==> src/rtl/uart_tx_io.sv <==
// uart_tx_io: memory-mapped 8N1 UART transmitter for the MIO bus.
//
// CPU stores land in a small circular FIFO. A four-state framer drains the
// FIFO and shifts each byte out LSB first on txd. A registered status word
// is returned to the bus read mux so software can poll it.
//
// Ports:
//   clk     system clock (100 MHz board domain)
//   RSTN    asynchronous active-low reset
//   we      write strobe for this device, one cycle per store
//   din     write data: din[8]=0 pushes din[7:0], din[8]=1 clears overflow
//   status  {20'b0, overflow, busy, full, empty, .., count} (registered)
//   txd     serial output, idle high (registered)
//
// DEPTH_LOG2 must be in 1..7 so the count field stays below bit 8.
module uart_tx_io #(
  parameter int BAUD_DIV   = 868,
  parameter int DEPTH_LOG2 = 2
) (
  input  logic        clk,
  input  logic        RSTN,
  input  logic        we,
  input  logic [31:0] din,
  output logic [31:0] status,
  output logic        txd
);

  localparam int DEPTH = 1 << DEPTH_LOG2;
  localparam int BW    = $clog2(BAUD_DIV);
  localparam logic [BW-1:0]         BAUD_MAX = BW'(BAUD_DIV - 1);
  localparam logic [DEPTH_LOG2:0]   CNT_FULL = (DEPTH_LOG2+1)'(DEPTH);

  localparam logic [1:0] S_IDLE  = 2'd0;
  localparam logic [1:0] S_START = 2'd1;
  localparam logic [1:0] S_DATA  = 2'd2;
  localparam logic [1:0] S_STOP  = 2'd3;

  logic [7:0]            mem [DEPTH];
  logic [DEPTH_LOG2-1:0] wptr, rptr;
  logic [DEPTH_LOG2:0]   count, count_n;
  logic                  ovf, ovf_n;
  logic [1:0]            state, state_n;
  logic [BW-1:0]         baud, baud_n;
  logic [2:0]            bidx, bidx_n;
  logic [7:0]            shreg, shreg_n;
  logic                  txd_n;
  logic [31:0]           status_n;

  logic baud_zero, fifo_ne, pop, push_req, push, drop, ctl;
  logic din_unused;

  assign din_unused = ^din[31:9];

  assign baud_zero = (baud == '0);
  assign fifo_ne   = (count != '0);
  // Pops happen only when a new frame is launched: from IDLE, or at the end
  // of a stop bit so consecutive frames abut with no idle cycle.
  assign pop       = fifo_ne && ((state == S_IDLE) || (state == S_STOP && baud_zero));
  assign push_req  = we & ~din[8];
  // A same-cycle pop frees a slot, so a full FIFO still accepts the byte.
  assign push      = push_req && ((count != CNT_FULL) || pop);
  assign drop      = push_req && !push;
  assign ctl       = we & din[8];

  // Framer next-state. txd is computed from the next state so the output
  // register changes on the same edge as the state register.
  always_comb begin
    state_n = state;
    baud_n  = baud;
    bidx_n  = bidx;
    shreg_n = shreg;
    txd_n   = txd;
    case (state)
      S_IDLE: begin
        txd_n = 1'b1;
        if (fifo_ne) begin
          shreg_n = mem[rptr];
          baud_n  = BAUD_MAX;
          state_n = S_START;
          txd_n   = 1'b0;
        end
      end
      S_START: begin
        if (baud_zero) begin
          baud_n  = BAUD_MAX;
          bidx_n  = 3'd0;
          state_n = S_DATA;
          txd_n   = shreg[0];
        end else begin
          baud_n = baud - 1'b1;
        end
      end
      S_DATA: begin
        if (baud_zero) begin
          baud_n  = BAUD_MAX;
          shreg_n = {1'b0, shreg[7:1]};
          if (bidx == 3'd7) begin
            state_n = S_STOP;
            txd_n   = 1'b1;
          end else begin
            bidx_n = bidx + 3'd1;
            txd_n  = shreg[1];
          end
        end else begin
          baud_n = baud - 1'b1;
        end
      end
      S_STOP: begin
        if (baud_zero) begin
          if (fifo_ne) begin
            shreg_n = mem[rptr];
            baud_n  = BAUD_MAX;
            state_n = S_START;
            txd_n   = 1'b0;
          end else begin
            // Park the counter at zero; it does not run while idle.
            baud_n  = '0;
            state_n = S_IDLE;
            txd_n   = 1'b1;
          end
        end else begin
          baud_n = baud - 1'b1;
        end
      end
      default: begin
        state_n = S_IDLE;
        baud_n  = '0;
        txd_n   = 1'b1;
      end
    endcase
  end

  always_comb begin
    count_n = count;
    case ({push, pop})
      2'b10:   count_n = count + 1'b1;
      2'b01:   count_n = count - 1'b1;
      default: count_n = count;
    endcase
    // A new overflow wins over a clear in the same cycle.
    ovf_n = drop ? 1'b1 : (ctl ? 1'b0 : ovf);
  end

  // Status is built from next-state values so a load in the cycle after a
  // store already sees that store's effect.
  always_comb begin
    status_n                 = '0;
    status_n[DEPTH_LOG2:0]   = count_n;
    status_n[8]              = (count_n == '0);
    status_n[9]              = (count_n == CNT_FULL);
    status_n[10]             = (state_n != S_IDLE);
    status_n[11]             = ovf_n;
  end

  always_ff @(posedge clk) begin
    if (push) mem[wptr] <= din[7:0];
  end

  always_ff @(posedge clk or negedge RSTN) begin
    if (!RSTN) begin
      state  <= S_IDLE;
      baud   <= '0;
      bidx   <= '0;
      shreg  <= '0;
      txd    <= 1'b1;
      wptr   <= '0;
      rptr   <= '0;
      count  <= '0;
      ovf    <= 1'b0;
      status <= 32'h0000_0100;
    end else begin
      state  <= state_n;
      baud   <= baud_n;
      bidx   <= bidx_n;
      shreg  <= shreg_n;
      txd    <= txd_n;
      count  <= count_n;
      ovf    <= ovf_n;
      status <= status_n;
      if (push) wptr <= wptr + 1'b1;
      if (pop)  rptr <= rptr + 1'b1;
    end
  end

endmodule

==> config.mk <==
export PLATFORM = sky130hd
export DESIGN_NAME = uart_tx_io
export DESIGN_NICKNAME = d
export VERILOG_FILES = /design/src/rtl/uart_tx_io.sv
export SDC_FILE = /design/constraint.sdc
export NUM_CORES = 1
export LEC_CHECK = 0
export CORE_UTILIZATION = 52
export DETAILED_ROUTE_END_ITERATION = 10
export GPL_ROUTABILITY_DRIVEN = 0
export PLACE_DENSITY = 0.78
export SLEW_MARGIN = 20
export SYNTH_ARGS = -nofsm -noshare
export SYNTH_HDL_FRONTEND = slang
export SYNTH_SLANG_ARGS = --single-unit
==> constraint.sdc <==
create_clock -name clk -period 3.3 [get_ports clk]
set_input_delay 0.66 -clock clk [delete_from_list [all_inputs] [get_ports clk]]
set_output_delay 0.66 -clock clk [all_outputs]
set_load 0.02 [all_outputs]
After elaboration in Yosys (flattened, before gate mapping). Memories as Yosys holds them, arrays and structs flattened. Cells that the tools add are included.

Register bits: 39. Memory bits (read-only): 0. Input port bits: 35. Bits in latches: 0. Logic and storage cells: 82. Memory bits (writable): 32. Memories: 1. Output and inout bits: 33.

Divide/modulo/power cells: 0. Reduce and logical (&&, ||, !) cells: 18. Eq/ne operators: 13. Bitwise logic cells: 3. Multipliers: 0. Order comparisons: 0. Add/subtract/negate cells: 6. Multiplexer cells: 31. Shift-type cells: 0.

Memory list: mem (words 4, bits a word 8, read ports 1, clocked after Yosys merged registers in 0, wr ports 1, RTL line 38) `logic [7:0] mem [DEPTH];`.

Operator list (count): 10-bit two-way mux (4); 10-bit case mux with 3 select lines (1); 8-bit two-way mux (3); 8-bit case mux with 3 select lines (1); 3-bit case mux with 2 select lines (2); 10-bit zero test (1); 1-bit two-way mux (10); 2-bit two-way mux (5); 2-bit inequality test (second input constant) (5); 10-bit by 1-bit subtractor with 10-bit output (second input constant) (1); 3-bit two-way mux (3); 2-bit case mux with 4 select lines (1); 3-bit by 1-bit adder with 3-bit output (second input constant) (2); 2-bit equality test (second input constant) (3); 3-bit equality test (second input constant) (2); 3-bit AND reduction (2); 3-bit nonzero test (2); 2-bit by 1-bit adder with 2-bit output (second input constant) (2); 2-bit by 1-bit equality test with 1-bit output (second input constant) (2); 1-bit logical AND (4); 1-bit case mux with 4 select lines (1); 4-bit AND reduction (1); 2-bit nonzero test (2); 3-bit zero test (1); 8 further kinds (10).

Logic depth before layout (Yosys ltp).
Depth in word-level cells: 9. Mapped depth: 11. Depth with buffers taken out: 11.

Worst setup path before layout. No wires, ideal clock.

Path type: reg2reg. Start point: register baud[0]. End point: register status[9]. Data required time: 3.181 ns. Slack: 0.438 ns. Cell stages (with the launch flop): 11. Arrival time: 2.744 ns. Path buffers: 0. Period minus slack after synthesis: 2.862 ns. Library setup time: 0.119 ns. Cell sequence: dfrtp_1 inv_1 ha_1 nor4b_4 a41oi_4 nor2_1 nand2_1 fa_1 or3_1 a311o_1 o21a_1.

Cells in the longest elaborated chain, start to end: 9. Elaborated cells on any way between the ends: 10. Classes of those cells: eq/ne: 3; mux: 1; reduce/logical: 6.

Ends and longest elaborated chain: start, declared (RTL line 43) `logic [BW-1:0] baud, baud_n;`; start signal, assigned (RTL line 173) `baud <= baud_n;`; 10-bit zero test (*) (RTL line 54) `assign baud_zero = (baud == '0);`; 1-bit logical AND (*) (RTL line 58) `assign pop = fifo_ne && ((state == S_IDLE) || (state == S_STOP && baud_zero));`; 1-bit logical OR (*) (RTL line 58); 1-bit logical AND (*) (RTL line 58); 1-bit logical OR (RTL line 61) `assign push = push_req && ((count != CNT_FULL) || pop);`; 1-bit logical AND (RTL line 61); 2-bit by 1-bit equality test with 1-bit output / 2-bit equality test (equally long branches) (RTL line 135) `case ({push, pop})`; 3-bit case mux with 2 select lines (*) (RTL line 135); net count_n[2] (RTL line 40) `logic [DEPTH_LOG2:0] count, count_n;`; 3-bit equality test (*) (RTL line 150) `status_n[9] = (count_n == CNT_FULL);`; net status_n[9] (RTL line 47) `logic [31:0] status_n;`; end signal, assigned (RTL line 179) `status <= status_n;`; end, declared (RTL line 24) `output logic [31:0] status,`.

The timed path passes the listed nets; every way through them passes the cells marked *. A chain may end at the register's enable or synchronous reset.

Final worst setup path. Same ends and word-level chain as after synthesis.

==> impl_results.md <==
- Critical Path Stages: 10
- Worst-path cell chain: inv_1 > ha_1 > nor4b_4 > a41oi_4 > nor2_1 > nand2_1 > fa_1 > or3_1 > a311o_1 > o21a_1
- Worst Setup End Kind: register
- DRT iter0 DRCs: roughly 200
- Setup CP Type: reg -> reg
- Number of max-slew violations in the final report: 0
- Overflow after GRT: 0
- Pwr/cell area: about 850 mW/mm^2
- Final antenna-violating net count: 0
- #FFs+latches synth: 67
- Fmax achieved: 326.5 MHz
- Pin count of the biggest net entering global routing: 36
- Post-Syn Area: roughly 0.0035 mm^2
- Post-synth EDFFs: 32
- Worst setup path end: status[9]
- Hold Path Class: in -> async
- Max Cap Viol: 0
- Drt first pass iters: 7
- Worst path slowest cell: fa_1
- DIE HEIGHT: 83.85 um
- Top post-synthesis cells by count: dfrtp_1 (33), edfxtp_1 (32), buf_4 (26)
- Vias in the first global route: ~2.2k
- Yosys warns: 0
- WL final: around 6.0 mm
- Crit-path max FO: 5
- Reg2reg end: status[9]
- Synth Flop Type: dfrtp_1
- Critical path origin: baud[0]
- Worst EP arrival: about 3300 ps
- Initial antenna violation count: 0
- Syn-to-layout area delta: 10.31%
- CP bufs+invs: 1
- Die Wd: 83.85 um
- Core area: ~0.0064 mm^2
- Synth top area cells: edfxtp_1 (28%), dfrtp_1 (24%), buf_4 (5.6%)
- IO Count: just under 70
- CTS Root Cell: clkbuf_8
- Share of the synthesized area in the top cell type: between 20% and 30%
- Clock sinks: 67
- Syn Area/Cell: 12.01 um^2
- Vias: approximately 2.2k
- CTS clk-pin slew, worst paths: 80 ps
- Die area: 0.007030 mm^2
- Seq/Total Area, Yosys: between 50% and 60%
- Leading area contributor after synthesis: edfxtp_1
- Initial Utilization: a little over half
- DR WL/cell: approximately 15 um
- Worst Reg2Reg Path Length in Cells: 10
- Critical Path Max Stage Delay: ~450 ps
- Post-synth ARST share: between 50% and 60%
- Most frequent cell after synthesis: dfrtp_1
- Final net count: 360
- Crit path launch type: register
- Total power draw: 0.003269 W
- Reg-to-reg startpoint: baud[0]
- RSZ-0062 raised after global routing: no
- DR vias/cell: approximately 5.5
- Outcome: finished with violations
- Number of cell rows: 29
- VDD IR-drop max: 0.4456 mV
- Port Buffer Count: 19
- Crit path max-delay family: simple AND/OR/NAND/NOR gates
- Failing checks: design-rule violations
- First-pass GRT wire length: 10.32 mm
- Endpoints failing hold: 0
- Worst clock skew: ~11 ps
- Req. time, crit path: roughly 3600 ps
- CTS tree: yes
- Post-cts sizing count: 0
- Setup TNS: 0 ps
- H-tree Lvls: 3
- Period minus WS final: 3063 ps
- Post-route DRC: 10
- CTS Hold Bufs: 0
- Leak: approximately 1.5 nW
- Tcrit/Tclk final: approximately 93%
- GRT Total Usage: about a fifth
- Cell variety after synth: 54
- R2R Setup Slk: 240 ps
- Worst slew pin tran: between 800 and 900 ps
- Gate Count Post-Synth: between 200 and 300
- Final HPWL DP: about 4.1 mm
- Slew Limit Headroom: a little under half
- Share of cells above drive strength 1: around an eighth
- CTS Buffer Depth: 2
- Final setup viols: 0
- Clk_lat worst skew: approximately 350 ps
- Total CTS buffers: 9
- Inserted Diodes: 0
## metal layers
metal	share of wire [%]	vias up	track usage, %
li1	-	1064	-
met1	44	1043	24.85
met2	51	70	30.40
met3	4.4	8	4.946
met4	1.3	0	8.307
met5	0	-	0
## flip-flops by register name (all words and copies together), names as in the netlist
name,flops
mem,32
baud,10
shreg,8
status,5
bidx,3
count,2
rptr,2
state,2
wptr,2
txd,1
## layout make-up
cell class	instances	area, um^2
Timing Repair Buffer	24	222.7
Inverter	11	41.29
Fill cell	512	2580
Sequential cell	67	1839
Clock inverter	7	65.06
Multi-Input combinational cell	199	1454
Clock buffer	9	123.9
Tap cell	77	96.34
## cell usage in the layout, fill, tap and decap left out, types with 3 or more instances in the layout
cell / netlist / layout
clkdlybuf4s50_1: 0 / 18
o21ai_0: 20 / 20
ha_1: 12 / 12
xor2_1: 4 / 4
clkbuf_8: 0 / 9
a22o_1: 7 / 7
a31oi_1: 4 / 4
nor2_1: 21 / 21
inv_6: 0 / 3
nand3_1: 4 / 4
xnor2_1: 5 / 5
dfrtp_1: 33 / 33
or3_1: 3 / 3
conb_1: 1 / 25
buf_4: 26 / 5
nand2_1: 20 / 20
a2bb2oi_1: 3 / 3
inv_1: 11 / 11
mux2i_1: 7 / 7
edfxtp_1: 32 / 32
mux4_2: 8 / 8
a21oi_1: 10 / 10
nor3_1: 4 / 4
and2_1: 6 / 6
## cell families after synthesis
kind of cell / count (synthesis) / synth area share, %
compound gates: 65 / 13.54
xor+xnor: 9 / 2.263
fa+ha+maj: 13 / 4.885
buf+inv: 48 / 8.046
flops: 67 / 52.80
mux: 16 / 7.507
other cells: 1 / 0.1077
simple gates: 71 / 10.85
## metrics by stage
step	util, %	area [um^2]	instances	hold WS, ps	setup WS, ps
2_1_floorplan	-	3573	314	364.4	437.6
3_3_place_gp	56.77	3646	377	462.0	271.0
3_5_place_dp	56.77	3646	377	476.5	211.0
4_1_cts	59.71	3835	393	422.7	204.2
5_1_grt	59.83	3842	394	460.9	75.04
6_report	59.83	3842	394	400.0	237.4
## what timing repair did
item | CTS | global route
endpoints found under the setup margin | 0 | 1
buffers inserted | 0 | 1
endpoints found under the hold margin | 0 | 0
## where the power goes
group	total (W)	internal, W	switching, W
clock network	0.000657	0.000292	0.000365
registers	0.00133	0.00110	0.000230
logic	0.00128	0.000598	0.000685
total	0.00327	0.00199	0.00128
## worst min-delay path by stage
stage | cells past startpoint | endpoint | from | slack [ps]
after CTS | 1 | bidx[2] | RSTN | 420
after global placement | 2 | shreg[3] | shreg[3] | 460
after floorplan | 0 | baud[0] | RSTN | 360
after detailed placement | 2 | shreg[0] | shreg[0] | 480
final | 1 | bidx[1] | RSTN | 400
after global routing | 1 | bidx[1] | RSTN | 460
Power figures use the tool's default switching activity.
